==> config.mk <==
export PLATFORM = sky130hd
export DESIGN_NAME = shift_rotate_engine_flat
export DESIGN_NICKNAME = d
export VERILOG_FILES = /design/src/rtl/shift_rotate_engine_if.sv /design/src/rtl/shift_rotate_engine.sv /design/src/flat_wrapper.sv
export SDC_FILE = /design/constraint.sdc
export NUM_CORES = 1
export LEC_CHECK = 0
export CAP_MARGIN = 20
export CORE_AREA = 10 10 66 109
export CTS_BUF_LIST = sky130_fd_sc_hd__clkbuf_4 sky130_fd_sc_hd__clkbuf_8 sky130_fd_sc_hd__clkbuf_16
export DETAILED_ROUTE_END_ITERATION = 16
export DIE_AREA = 0 0 76 119
export GPL_ROUTABILITY_DRIVEN = 1
export PLACE_DENSITY = 0.8
export RECOVER_POWER = 50
export SLEW_MARGIN = 15
export SYNTH_ARGS = -nofsm -noshare
export SYNTH_HDL_FRONTEND = slang
export SYNTH_SLANG_ARGS = --single-unit
==> constraint.sdc <==
create_clock -name clk -period 2.4 [get_ports clk]
set_input_delay 0.36 -clock clk [delete_from_list [all_inputs] [get_ports clk]]
set_output_delay 0.36 -clock clk [all_outputs]
set_load 0.02 [all_outputs]
==> src/rtl/shift_rotate_engine_if.sv <==
// Operand/control bundle for shift_rotate_engine: the launching FSM is the master,
// the engine is the slave.
interface shift_rotate_engine_if #(
   parameter int N  = 25,
   parameter int CW = 5
);
   logic          start;
   logic [1:0]    mode;
   logic [CW-1:0] amount;
   logic          cin;
   logic [N-1:0]  pin;
   logic [N-1:0]  pout;
   logic          busy;
   logic          done;

   modport master (
      output start, mode, amount, cin, pin,
      input  pout, busy, done
   );

   modport slave (
      input  start, mode, amount, cin, pin,
      output pout, busy, done
   );
endinterface

==> src/rtl/shift_rotate_engine.sv <==
// Multi-cycle shift/rotate engine: loads a word, then moves it up to STEP positions
// per clock until the requested amount is consumed, pulsing done at the end.
module shift_rotate_engine #(
   parameter int N    = 25,
   parameter int CW   = 5,
   parameter int STEP = 1
) (
   input logic                 clk,
   input logic                 rst,
   shift_rotate_engine_if.slave bus
);

   typedef enum logic [1:0] {
      IDLE = 2'd0,
      RUN  = 2'd1,
      DONE = 2'd2
   } state_t;

   localparam logic [N-1:0] ONES   = '1;
   localparam int unsigned  STEP_U = STEP;
   localparam int unsigned  N_U    = N;

   state_t        state;
   state_t        next_state;
   logic [N-1:0]  pout_q;
   logic [N-1:0]  pout_next;
   logic [N-1:0]  shifted;
   logic [CW-1:0] remaining;
   logic [CW-1:0] remaining_next;
   logic [1:0]    mode_q;
   logic          cin_q;
   logic          busy_q;
   logic          done_q;
   int unsigned   k;

   // k never exceeds N, so the rotate's complementary shift (N - k) stays non-negative.
   always_comb begin
      k = 32'(remaining);
      if (k > STEP_U) begin
         k = STEP_U;
      end
      case (mode_q)
         2'd0:    shifted = (pout_q << k) | (cin_q ? ~(ONES << k) : '0);
         2'd1:    shifted = (pout_q >> k) | (cin_q ? ~(ONES >> k) : '0);
         2'd2:    shifted = (pout_q << k) | (pout_q >> (N_U - k));
         default: shifted = (pout_q >> k) | (pout_q << (N_U - k));
      endcase
   end

   always_comb begin
      next_state     = state;
      pout_next      = pout_q;
      remaining_next = remaining;
      case (state)
         IDLE: begin
            if (bus.start) begin
               pout_next      = bus.pin;
               remaining_next = bus.amount;
               next_state     = (bus.amount == '0) ? DONE : RUN;
            end
         end
         RUN: begin
            pout_next      = shifted;
            remaining_next = remaining - CW'(k);
            if (remaining_next == '0) begin
               next_state = DONE;
            end
         end
         DONE: begin
            next_state = IDLE;
         end
         default: begin
            next_state = IDLE;
         end
      endcase
   end

   always_ff @(posedge clk or negedge rst) begin
      if (!rst) begin
         state <= IDLE;
      end else begin
         state <= next_state;
      end
   end

   // busy/done come from flops fed by next_state, so they line up with the state register.
   always_ff @(posedge clk or negedge rst) begin
      if (!rst) begin
         pout_q    <= '0;
         remaining <= '0;
         mode_q    <= '0;
         cin_q     <= 1'b0;
         busy_q    <= 1'b0;
         done_q    <= 1'b0;
      end else begin
         pout_q    <= pout_next;
         remaining <= remaining_next;
         busy_q    <= (next_state == RUN);
         done_q    <= (next_state == DONE);
         if (state == IDLE && bus.start) begin
            mode_q <= bus.mode;
            cin_q  <= bus.cin;
         end
      end
   end

   assign bus.pout = pout_q;
   assign bus.busy = busy_q;
   assign bus.done = done_q;

endmodule

==> src/flat_wrapper.sv <==
// flat-port wrapper written by rule: the top's interface ports become plain ports
module shift_rotate_engine_flat 
#(
   parameter int N    = 25,
   parameter int CW   = 5,
   parameter int STEP = 1
)
  (clk, rst, bus_start, bus_mode, bus_amount, bus_cin, bus_pin, bus_pout, bus_busy, bus_done);
  shift_rotate_engine_if #(.N(N), .CW(CW)) bus_i ();
  input logic clk;
  input logic rst;
  input wire logic [$bits(bus_i.start)-1:0] bus_start;
  input wire logic [$bits(bus_i.mode)-1:0] bus_mode;
  input wire logic [$bits(bus_i.amount)-1:0] bus_amount;
  input wire logic [$bits(bus_i.cin)-1:0] bus_cin;
  input wire logic [$bits(bus_i.pin)-1:0] bus_pin;
  output wire logic [$bits(bus_i.pout)-1:0] bus_pout;
  output wire logic [$bits(bus_i.busy)-1:0] bus_busy;
  output wire logic [$bits(bus_i.done)-1:0] bus_done;
  assign bus_i.start = bus_start;
  assign bus_i.mode = bus_mode;
  assign bus_i.amount = bus_amount;
  assign bus_i.cin = bus_cin;
  assign bus_i.pin = bus_pin;
  assign bus_pout = bus_i.pout;
  assign bus_busy = bus_i.busy;
  assign bus_done = bus_i.done;
  shift_rotate_engine #(.N(N), .CW(CW), .STEP(STEP)) u_core (.clk(clk), .rst(rst), .bus(bus_i));
endmodule
==> qor.log <==
[sta] Final WS setup 0.287 ns
[run_status] violations in the final reports max-slew violations
[synthesis] Post-synth EDFFs 0
[sta] setup tns final 0 ns
[synthesis] leading register cell type out of synthesis sky130_fd_sc_hd__dfrtp_1
[cts] clock net sink count 37
[cts] buffers inserted by post-CTS timing repair 0
[synthesis] Synth Instances 313
[finish] number of nets in the final layout 423
[pwr] fraction of power spent switching nets 49.8%
[global_routing] via count of the first global-routing pass 2982
[worst_setup_path] capturing element type of the critical path register
[worst_setup_path] Worst Reg2Reg Path Length in Cells 5
[global_routing] maximum number of pins on one net before global-route repair 38
[cts] CTS H-Tree Depth 2
[sta] post-route clock period utilization 88.0%
[synthesis] cell types with the largest area share after synthesis sky130_fd_sc_hd__dfrtp_1 34%, sky130_fd_sc_hd__nand2_1 7.0%, sky130_fd_sc_hd__a21oi_1 4.1%
[pwr] pwr/cell area 1470 mW/mm2
[placement] Port Buffers 62
[finish] Area growth, synth to finish 31.6%
[worst_setup_path] sort of element at the start of the critical path register
[sta] unrepaired setup endpoints after global routing no
[detailed_routing] WL final 9.78 mm
[worst_setup_path] required time worst endpoint 2.57 ns
[detailed_routing] first-pass detailed-route iteration total 5
[cts] number of clock buffers inserted by TritonCTS 5
[pwr] switching power total 0.00258 W
[detailed_routing] count of routing violations after the opening detailed-route iteration 281
[detailed_routing] via total after detailed routing 2908
[pwr] Leak Pwr 1.45 nW
[worst_setup_path] worst-path maximum fanout 23
[placement] worst setup slack after placement 0.259 ns
[min_path] Worst Hold End u_core.cin_q
[floorplan] Site Rows 36
[floorplan] die width 76 um
[run_status] outcome complete, but fails checks
[pwr] share of total power in combinational logic 62.8%
[worst_setup_path] crit path DAT 2.28 ns
[cts] Root Driver sky130_fd_sc_hd__clkbuf_8
[worst_setup_path] endpoint of the worst register-to-register path u_core.bus.pout[24]
[synthesis] dominant cell type by area after synthesis sky130_fd_sc_hd__dfrtp_1
[synthesis] Synth Area per Inst 8.57 um2
[sta] normalized max-slew margin -17.7%
[placement] final weighted congestion in routability-driven placement 1.00
[flow_run] max-cap check violation count 0
[global_routing] first-pass GRT wire length 16.0 mm
[synthesis] number of different library cells in the post-synthesis netlist 58
[finish] diode insertion count for antenna repair 0
[global_routing] remaining global-route overflow 0
[cts] CTS tree yes
[finish] proportion of layout cells with a drive suffix above 1 10.7%
[pwr] clock network fraction of design power 8.7%
[pwr] worst supply voltage drop on vdd 0.777 mV
[cts] cells resized by post-CTS repair 0
[cts] clock slew seen by the registers of the worst setup and hold paths 0.07 ns
[detailed_routing] number of routed nets with antenna violations 0
[min_path] kind of path behind the tightest hold check register to register
[synthesis] Synth async-reset ratio 100%
[worst_setup_path] Worst Setup Path Type register to register
[synthesis] area share of the largest cell type after synthesis 34.5%
[floorplan] CORE AREA 0.00545 mm2
[synthesis] share of synthesized area occupied by flip-flops and latches 34.5%
[placement] half-perimeter wire length after detailed placement 7.29 mm
[floorplan] floorplan die height 119 um
[sta] Final setup violation count 0
[sta] Final Hold Viols 0
[worst_setup_path] worst setup slack for register-to-register paths 0.29 ns
[pwr] cell internal power dissipation 0.00260 W
[detailed_routing] remaining routing DRC violations 0
[floorplan] die footprint 0.00904 mm2
[sta] slew of the pin with the lowest slew margin 1.74 ns
[sta] Post-Route Skew 0.0101 ns
[global_routing] overall fraction of global-route tracks in use 21.4%
[floorplan] number of ports placed on the die boundary 63
[pwr] part of the power in registers 28.5%
[worst_setup_path] Critical R2R Launch u_core.remaining[4]
[sta] number of pins exceeding their max-slew limit in the final report 10
[sta] highest clock rate 473 MHz
[global_routing] number of antenna violations at the first check in global routing 0
[finish] post-layout utilization of the core 64.8%
[cts] Skew-Pair Late Insertion Delay 0.30 ns
[floorplan] initial core utilization 49.2%
[min_path] cell depth of the worst min-delay path 2
[sta] final critical path time including I/O delays and setup 2.11 ns
[min_path] hold path startpoint u_core.cin_q
[cts] hold-fix buffer count after cts 0
[synthesis] Synthesis Warnings 0
[cts] Longest Clk Path Bufs 2
[detailed_routing] detailed-route wire length per cell 21.3 um
[synthesis] synthesized area 0.00268 mm2
[sta] worst hold slack across all endpoints 0.571 ns
[synthesis] flops & latches, synth 37
[pwr] total power 0.00518 W
[detailed_routing] via-per-instance ratio 6.34
[area by class of cell]
| class | instances | area, um2 |
|---|---|---|
| inverter | 6 | 22.5 |
| timing repair buffer | 77 | 727 |
| clock inverter | 2 | 10.0 |
| fill | 486 | 1920 |
| clock buffer | 6 | 76.3 |
| multi-input combinational | 255 | 1670 |
| sequential | 37 | 926 |
| tap | 76 | 95.1 |
[power groups by stage]
stage	clock network (W)	registers (W)	logic [W]
after floorplan	0	0.00154	0.00189
after global placement	0	0.00146	0.00317
after global routing	0.000481	0.00152	0.00352
after detailed placement	0	0.00147	0.00322
after CTS	0.000454	0.00146	0.00324
final	0.000452	0.00148	0.00325
[metrics by stage]
stage,instance area (um2),std cells
floorplan,2700,317
global placement,3450,451
detailed placement,3450,451
CTS,3540,459
global route,3530,459
finish,3530,459
[critical path, cell delays in order, from the launching register on]
cell and delay (ns):
sky130_fd_sc_hd__dfrtp_1 0.45, sky130_fd_sc_hd__or4_4 0.62, sky130_fd_sc_hd__nor2_8 0.33, sky130_fd_sc_hd__a21oi_2 0.23, sky130_fd_sc_hd__o221ai_1 0.26, sky130_fd_sc_hd__o41ai_2 0.11
[cell usage in the layout, fill, tap and decap left out, drive strengths merged, types with 9 or more instances in the layout]
| cell type | instances |
|---|---|
| and3 | 9 |
| o21ai | 12 |
| o22ai | 12 |
| a211oi | 11 |
| buf | 13 |
| nand2 | 51 |
| clkdlybuf4s50 | 52 |
| o22a | 11 |
| a21oi | 23 |
| nor2 | 20 |
| mux2i | 10 |
| dfrtp | 37 |
| dlygate4sd3 | 10 |
[how the worst max path moves through the flow]
stage / cells past startpoint / slack, ns / endpoint / start
2_1_floorplan: 6 / 0.49 / u_core.bus.pout[24] / u_core.remaining[4]
3_3_place_gp: 6 / 0.35 / u_core.bus.pout[24] / bus_start
3_5_place_dp: 6 / 0.26 / u_core.bus.pout[0] / bus_start
4_1_cts: 5 / 0.31 / u_core.bus.pout[24] / u_core.remaining[4]
5_1_grt: 5 / 0.19 / u_core.bus.pout[18] / u_core.state[0]
6_report: 5 / 0.29 / u_core.bus.pout[24] / u_core.remaining[4]
[cells in the mapped netlist, types with 4 or more instances]
cell and count:
sky130_fd_sc_hd__nand2_1 50, sky130_fd_sc_hd__dfrtp_1 37, sky130_fd_sc_hd__a21oi_1 22, sky130_fd_sc_hd__nor2_1 19
sky130_fd_sc_hd__clkbuf_1 13, sky130_fd_sc_hd__o21ai_0 12, sky130_fd_sc_hd__o22ai_1 12, sky130_fd_sc_hd__a211oi_1 11
sky130_fd_sc_hd__o22a_1 11, sky130_fd_sc_hd__mux2i_1 10, sky130_fd_sc_hd__and3_1 9, sky130_fd_sc_hd__nand2b_1 8
sky130_fd_sc_hd__a221oi_1 7, sky130_fd_sc_hd__a22oi_1 6, sky130_fd_sc_hd__mux2_2 6, sky130_fd_sc_hd__ha_1 5
sky130_fd_sc_hd__inv_1 5, sky130_fd_sc_hd__nor3_1 5, sky130_fd_sc_hd__o221a_2 5, sky130_fd_sc_hd__buf_2 4
sky130_fd_sc_hd__nor2b_1 4
[cell families after synthesis]
kind of cell | count (synthesis) | synth area share (%)
compound gates | 113 | 30.9
fa+ha+maj | 5 | 2.33
buf+inv | 25 | 3.68
flops | 37 | 34.5
mux | 17 | 7.09
other cells | 2 | 0.280
simple gates | 114 | 21.3
[per-layer routing]
| metal | global-route usage, % | wire length, um |
|---|---|---|
| met3 | 3.69 | 479 |
| met4 | 11.8 | 410 |
| met2 | 37.9 | 5150 |
| met5 | 0 | 0 |
| met1 | 23.4 | 3740 |
[registers in the layout, indices dropped and copies added, names as in the netlist]
register	cells
u_core.bus.busy	1
u_core.bus.done	1
u_core.bus.pout	25
u_core.cin_q	1
u_core.mode_q	2
u_core.remaining	5
u_core.state	2
No activity file was read; power rests on OpenSTA's default activity.
